===== config.mk =====
export PLATFORM = sky130hd
export DESIGN_NAME = bitrev_reorder
export DESIGN_NICKNAME = d
export VERILOG_FILES = /design/src/rtl/fft_pkg.sv /design/src/rtl/reorder_ram.sv /design/src/rtl/bitrev_reorder.sv
export SDC_FILE = /design/constraint.sdc
export NUM_CORES = 2
export LEC_CHECK = 0
export ABC_AREA = 1
export BUFFER_PORTS_ARGS = -buffer_cell sky130_fd_sc_hd__buf_4
export CAP_MARGIN = 20
export CORE_MARGIN = 1
export CORE_UTILIZATION = 45
export DETAILED_ROUTE_END_ITERATION = 12
export GPL_TIMING_DRIVEN = 0
export PLACE_DENSITY = 0.65
export SYNTH_ARGS = -nofsm -noshare
export SYNTH_HDL_FRONTEND = slang
export SYNTH_SLANG_ARGS = --single-unit

===== constraint.sdc =====
create_clock -name clk -period 2.8 [get_ports clk]
set_clock_uncertainty 0.15 [all_clocks]
set_input_delay 0.28 -clock clk [delete_from_list [all_inputs] [get_ports clk]]
set_output_delay 0.28 -clock clk [all_outputs]
set_load 0.1 [all_outputs]

===== src/rtl/fft_pkg.sv =====
// fft_pkg
//   Shared definitions for the SDF FFT pipeline, its reorder buffer and benches.
//   LOGN convention: an N-point frame uses LOGN = $clog2(N) index bits.
//   bitrev(value, logn) reverses the low logn bits of value. Upper bits of the
//   result are zero. logn must be a constant (elaboration-time) when used in RTL.
package fft_pkg;

    localparam int BITREV_MAX_BITS = 32;

    function automatic logic [31:0] bitrev(input logic [31:0] value, input int logn);
        logic [31:0] result;
        result = '0;
        for (int i = 0; i < BITREV_MAX_BITS; i++) begin
            if (i < logn) begin
                result[5'(i)] = value[5'(logn - 1 - i)];
            end
        end
        return result;
    endfunction

endpackage


===== src/rtl/reorder_ram.sv =====
// reorder_ram
//   Simple dual-port RAM for the bit-reversal reorder buffer. One synchronous
//   write port and one registered read port, both on clk. Contents are not reset.
// Ports
//   clk      in  1   clock
//   wr_en    in  1   write strobe
//   wr_addr  in  AW  write address (MSB selects the ping-pong bank)
//   wr_data  in  DW  write data
//   rd_addr  in  AW  read address (MSB selects the ping-pong bank)
//   rd_data  out DW  data at rd_addr, registered on clk
module reorder_ram
    import fft_pkg::*;
#(
    parameter int AW = 7,
    parameter int DW = 16
) (
    input  logic          clk,
    input  logic          wr_en,
    input  logic [AW-1:0] wr_addr,
    input  logic [DW-1:0] wr_data,
    input  logic [AW-1:0] rd_addr,
    output logic [DW-1:0] rd_data
);

    logic [DW-1:0] mem [2**AW];

    always_ff @(posedge clk) begin
        if (wr_en) begin
            mem[wr_addr] <= wr_data;
        end
    end

    always_ff @(posedge clk) begin
        rd_data <= mem[rd_addr];
    end

endmodule


===== src/rtl/bitrev_reorder.sv =====
// bitrev_reorder
//   Output-side reorder buffer for the SDF FFT. Captures each N-point frame that
//   arrives in bit-reversed index order and replays it in natural order, using
//   two ping-pong banks so back-to-back frames stream without gaps.
//
//   Streaming convention (no back-pressure): enable_in is high for every cycle
//   that carries a valid input sample; a frame is N consecutive enabled cycles,
//   and dropping enable_in discards any partial frame. enable_out is high for
//   exactly the N cycles that carry X[0]..X[N-1] of a completed frame; out_re and
//   out_im are forced to 0 whenever enable_out is low.
// Ports
//   clk         in  1      clock, all logic on posedge
//   rst_n       in  1      synchronous active-low reset
//   enable_in   in  1      input sample valid
//   in_re       in  WIDTH  real part, bit-reversed order
//   in_im       in  WIDTH  imag part, bit-reversed order
//   enable_out  out 1      output sample valid
//   out_re      out WIDTH  real part, natural order
//   out_im      out WIDTH  imag part, natural order
module bitrev_reorder
    import fft_pkg::*;
#(
    parameter int N     = 64,
    parameter int WIDTH = 8
) (
    input  logic             clk,
    input  logic             rst_n,
    input  logic             enable_in,
    input  logic [WIDTH-1:0] in_re,
    input  logic [WIDTH-1:0] in_im,
    output logic             enable_out,
    output logic [WIDTH-1:0] out_re,
    output logic [WIDTH-1:0] out_im
);

    localparam int              LOGN = $clog2(N);
    localparam logic [LOGN-1:0] LAST = LOGN'(N - 1);

    logic [LOGN-1:0]    wr_cnt;
    logic [LOGN-1:0]    wr_addr;
    logic               wr_bank;
    logic               wr_en;
    logic [LOGN-1:0]    rd_cnt;
    logic               rd_bank;
    logic               rd_active;
    logic               rd_valid;
    logic               frame_done;
    logic [2*WIDTH-1:0] rd_data;

    // Last sample of a frame is being accepted this cycle.
    assign frame_done = enable_in && (wr_cnt == LAST);
    assign wr_addr    = LOGN'(bitrev(32'(wr_cnt), LOGN));
    assign wr_en      = enable_in && rst_n;

    // Write side: wr_cnt wraps naturally at N, so a following frame can start
    // on the very next cycle. A drop of enable_in restarts the count without
    // flipping the bank, so a partial frame is simply overwritten later.
    always_ff @(posedge clk) begin
        if (!rst_n) begin
            wr_cnt  <= '0;
            wr_bank <= 1'b0;
        end else if (enable_in) begin
            wr_cnt <= wr_cnt + 1'b1;
            if (frame_done) begin
                wr_bank <= ~wr_bank;
            end
        end else begin
            wr_cnt <= '0;
        end
    end

    // Read side: a newly completed frame always takes priority, which gives a
    // seamless restart when it lands on the final read of the previous frame.
    // rd_valid tracks the address phase into the registered RAM output.
    always_ff @(posedge clk) begin
        if (!rst_n) begin
            rd_active <= 1'b0;
            rd_cnt    <= '0;
            rd_bank   <= 1'b0;
            rd_valid  <= 1'b0;
        end else begin
            rd_valid <= rd_active;
            if (frame_done) begin
                rd_active <= 1'b1;
                rd_cnt    <= '0;
                rd_bank   <= wr_bank;
            end else if (rd_active) begin
                rd_cnt <= rd_cnt + 1'b1;
                if (rd_cnt == LAST) begin
                    rd_active <= 1'b0;
                end
            end
        end
    end

    reorder_ram #(
        .AW(LOGN + 1),
        .DW(2 * WIDTH)
    ) u_ram (
        .clk    (clk),
        .wr_en  (wr_en),
        .wr_addr({wr_bank, wr_addr}),
        .wr_data({in_re, in_im}),
        .rd_addr({rd_bank, rd_cnt}),
        .rd_data(rd_data)
    );

    // Output stage: zero the data whenever no valid sample is presented.
    always_ff @(posedge clk) begin
        if (!rst_n) begin
            enable_out <= 1'b0;
            out_re     <= '0;
            out_im     <= '0;
        end else begin
            enable_out <= rd_valid;
            out_re     <= rd_valid ? rd_data[2*WIDTH-1:WIDTH] : '0;
            out_im     <= rd_valid ? rd_data[WIDTH-1:0]       : '0;
        end
    end

endmodule

==> flow_summary.yaml <==
grt:
  antenna_found_initial: 13
  pin_count_of_the_biggest_net_entering_global_routing: 89
  number_of_global_route_vias_before_repair: 59814
  grt_pass1_wl_um: 452000
  globalRouteOverflowTotal: 0
  grt_use_total_pct: 33.0
route:
  drt_iter0_markers: 9553
  drc: 0
  firstDrtPassIters: 6
  avgViaCountPerCell: 5.57
  via_count: 64670
  ant_nets: 0
  drt_wl_total_um: 331000
  drt-wirelength-per-cell_um: 28.5
cells_and_area:
  post_layout_nonfiller_instances: 11615
  design.final.nets: 8830
  register_area_um2: 62500
  layout.cells.most_common: "sky130_fd_sc_hd__nand2_1"
  utilization_pct: 53.4
  mostFrequentLayoutCells: "sky130_fd_sc_hd__nand2_1 (2590), sky130_fd_sc_hd__edfxtp_1 (2048), sky130_fd_sc_hd__inv_1 (892), sky130_fd_sc_hd__nor2_1 (838), sky130_fd_sc_hd__nand3_1 (760)"
  syn2layout_area_growth_pct: 18.1
  multi_input_area_um2: 21600
  num-fill-cells: 16696
  final_layout_size_suffix_gt1_share_pct: 13.0
floorplan:
  initial_standard_cell_utilization_of_the_core_pct: 45.2
  row_count: 162
  die_height_um: 444
  die_width_um: 444
  io_pins: 36
  core_um2: 195000
  die_area_um2: 198000
place:
  hpwl_um: 231000
  placement.io_buffers: 35
  place.gp.congestion: 1.00
  place_inst: 11177
cts:
  clock_tree_root_buffer_cell: "sky130_fd_sc_hd__clkbuf_16"
  cts_buffers: 210
  cts.sinks: 2097
  path_clk_slew_ns: 0.06
  clock_tree.htree_level_count: 4
  cts_tree: "built"
  clk-insertion-delay-late_ns: 0.86
  cts_buffer_depth: 3
logic_synthesis:
  largest_area_contributor_in_the_netlist: "sky130_fd_sc_hd__edfxtp_1"
  register_bit_count_reported_by_yosys: 2097
  yosysTopAreaCellShare_pct: 69.8
  ys_types: 26
  synth_sequential_area_ratio_pct: 70.9
  syn-num-nets: 8391
  yosys_warns: 0
  syn-mean-instance-area_um2: 10.5
  syn-cell-area_um2: 88100
  synth_area_leaders: "sky130_fd_sc_hd__edfxtp_1 (70%), sky130_fd_sc_hd__nand2_1 (11%), sky130_fd_sc_hd__nor2_1 (4.6%), sky130_fd_sc_hd__nand3_1 (4.6%), sky130_fd_sc_hd__inv_1 (3.8%)"
  netlist_instances: 8370
power_and_ir_drop:
  power_frac_clock_pct: 43.9
  p_per_area_nw_per_um2: 608
  static_leakage_nw: 41.1
  share_of_total_power_consumed_by_net_switching_pct: 20.7
  power_switching_w: 0.0131
  peakVddDrop_mv: 0.791
  cell_internal_pwr_w: 0.0501
  seq_power_share_pct: 54.5
  comb_power_share_pct: 1.6
run_status:
  violations: "setup timing"
  run_status: "complete, but fails checks"
setup_path:
  timing.critical_path.fanout_max: 10
  worst_ep_required_time_ns: 3.19
  timing.critical_path.arrival_ns: 3.35
  end_kind: "flop"
  timing.critical_path.slowest_cell_delay_ns: 0.77
  type_of_origin_of_the_critical_path: "flop"
  setup.worst_path.class: "reg -> reg"
  cp_cell_sequence: "inv_1, nor2_1, nand3_1, nor2_2, buf_8"
  cp_slowest_cell: "sky130_fd_sc_hd__nor2_2"
sta:
  grt_setup_unrepaired: "yes"
  post-route-min-period_ns: 2.96
  maxSlewHeadroom_pct: 34.7
  timing.final.ws_setup_ns: -0.161
  worst-slew-pin-transition_ns: 0.979
  timing_hold_violations_final: 0
  setup-violations-final: 165
  final_max_slew_viol_count: 0
  fmaxAchievable_ghz: 0.338
  timing.final.crit_share_pct: 106
run:
  max_cap_viol_count: 0
worst_hold_path:
  timing.hold.worst.class: "reg -> reg"
==> flip-flops by register name, summed over array words and instances, names as in the netlist <==
signal,count
enable_out,1
rd_cnt,6
rd_bank,1
out_re,8
rd_active,1
wr_bank,1
u_ram.mem,2048
out_im,8
rd_valid,1
u_ram.rd_data,16
wr_cnt,6
==> kinds of logic (layout without fill, tap and decap cells) <==
logic type                 after synthesis  after routing  synth area share [%]
buffers and inverters                 1337           1954                  6.13
other                                    0              4                     0
and+or+nand+nor                       4503           4503                  20.4
xor gates and xnor gates                 2              2                0.0199
DFF                                   2097           2097                  70.9
AOI/OAI and AO/OA                      429            429                  2.49
adders and majority gates                2              2                0.0284
==> power groups by stage <==
stage / registers (W) / logic [W] / clock network [W]
global placement: 0.0352 / 0.000803 / 0
global route: 0.0344 / 0.00101 / 0.0290
CTS: 0.0345 / 0.000978 / 0.0278
finish: 0.0345 / 0.00100 / 0.0278
detailed placement: 0.0351 / 0.000931 / 0
floorplan: 0.0351 / 0.0000742 / 0
==> routing by layer <==
metal	part of all wire (%)	vias up	wire [µm]	track usage (%)
li1	-	28316	-	-
met1	37	31267	123000	43.6
met2	44	4328	147000	50.2
met3	12	757	38200	7.02
met4	6.8	2	22700	19.8
met5	0.0039	-	13	0
==> critical path: cells and delay by family (launching register included) <==
family | cells | cell delay, ns
flip-flops | 1 | 0.39
AND/OR/NAND/NOR | 3 | 1.74
buffers and inverters | 2 | 0.34
==> timing repair <==
| item | 4_1_cts | 5_1_grt |
|---|---|---|
| endpoints found under the setup margin | 603 | 547 |
| hold buffers | 23 | 0 |
| buffers inserted | 9 | 14 |
| pin swaps | 17 | 16 |
| gates cloned | 0 | 1 |
| endpoints found under the hold margin | 882 | 0 |
| gates resized for setup | 544 | 207 |
==> final timing paths <==
path / startpoint / slack (ns) / cells past startpoint / end
max reg2reg: wr_bank$_SDFFE_PN0P_ / -0.16 / 5 / u_ram.mem[84][10]$_DFFE_PP_
max: wr_bank$_SDFFE_PN0P_ / -0.16 / 5 / u_ram.mem[84][10]$_DFFE_PP_
min: u_ram.rd_data[0]$_DFF_P_ / 0.26 / 2 / out_im[0]$_SDFF_PN0_
min reg2reg: u_ram.rd_data[0]$_DFF_P_ / 0.26 / 2 / out_im[0]$_SDFF_PN0_
==> Yosys cell counts (all sizes together) <==
cell type     n
ha            2
o211ai       17
nor3          8
buf         288
or2          14
nor3b         2
nor2       1074
inv         895
nand3       803
xor2          2
o22ai         1
o21ai       378
edfxtp     2048
a21oi        33
nand2      2598
clkbuf      150
and3          4
dfxtp        49
clkinv        4
==> metrics by stage <==
| stage | hold WS, ns | cell area, µm² | setup slack, ns | total power [W] | TNS, ns |
|---|---|---|---|---|---|
| floorplan | 0.229 | 88100 | 0.470 | 0.0352 | 0 |
| global placement | 0.248 | 91600 | -1.94 | 0.0360 | -2120.89 |
| detailed placement | 0.255 | 94800 | -1.29 | 0.0361 | -333.78 |
| CTS | 0.263 | 103000 | -0.277 | 0.0632 | -6.09 |
| global route | 0.276 | 104000 | -0.142 | 0.0644 | -9.36 |
| finish | 0.259 | 104000 | -0.161 | 0.0632 | -9.83 |
==> area by class of cell <==
class	instances	share of cell area, %
Sequential cell	2097	60.1
Multi-Input combinational cell	4936	20.7
Clock buffer	270	5.38
Timing Repair Buffer	230	3.46
Inverter	899	3.25
Tap cell	2624	3.16
Buffer	435	2.97
Clock inverter	120	1.00
Antenna cell	4	0.00962
No activity file was read; power rests on OpenSTA's default activity.
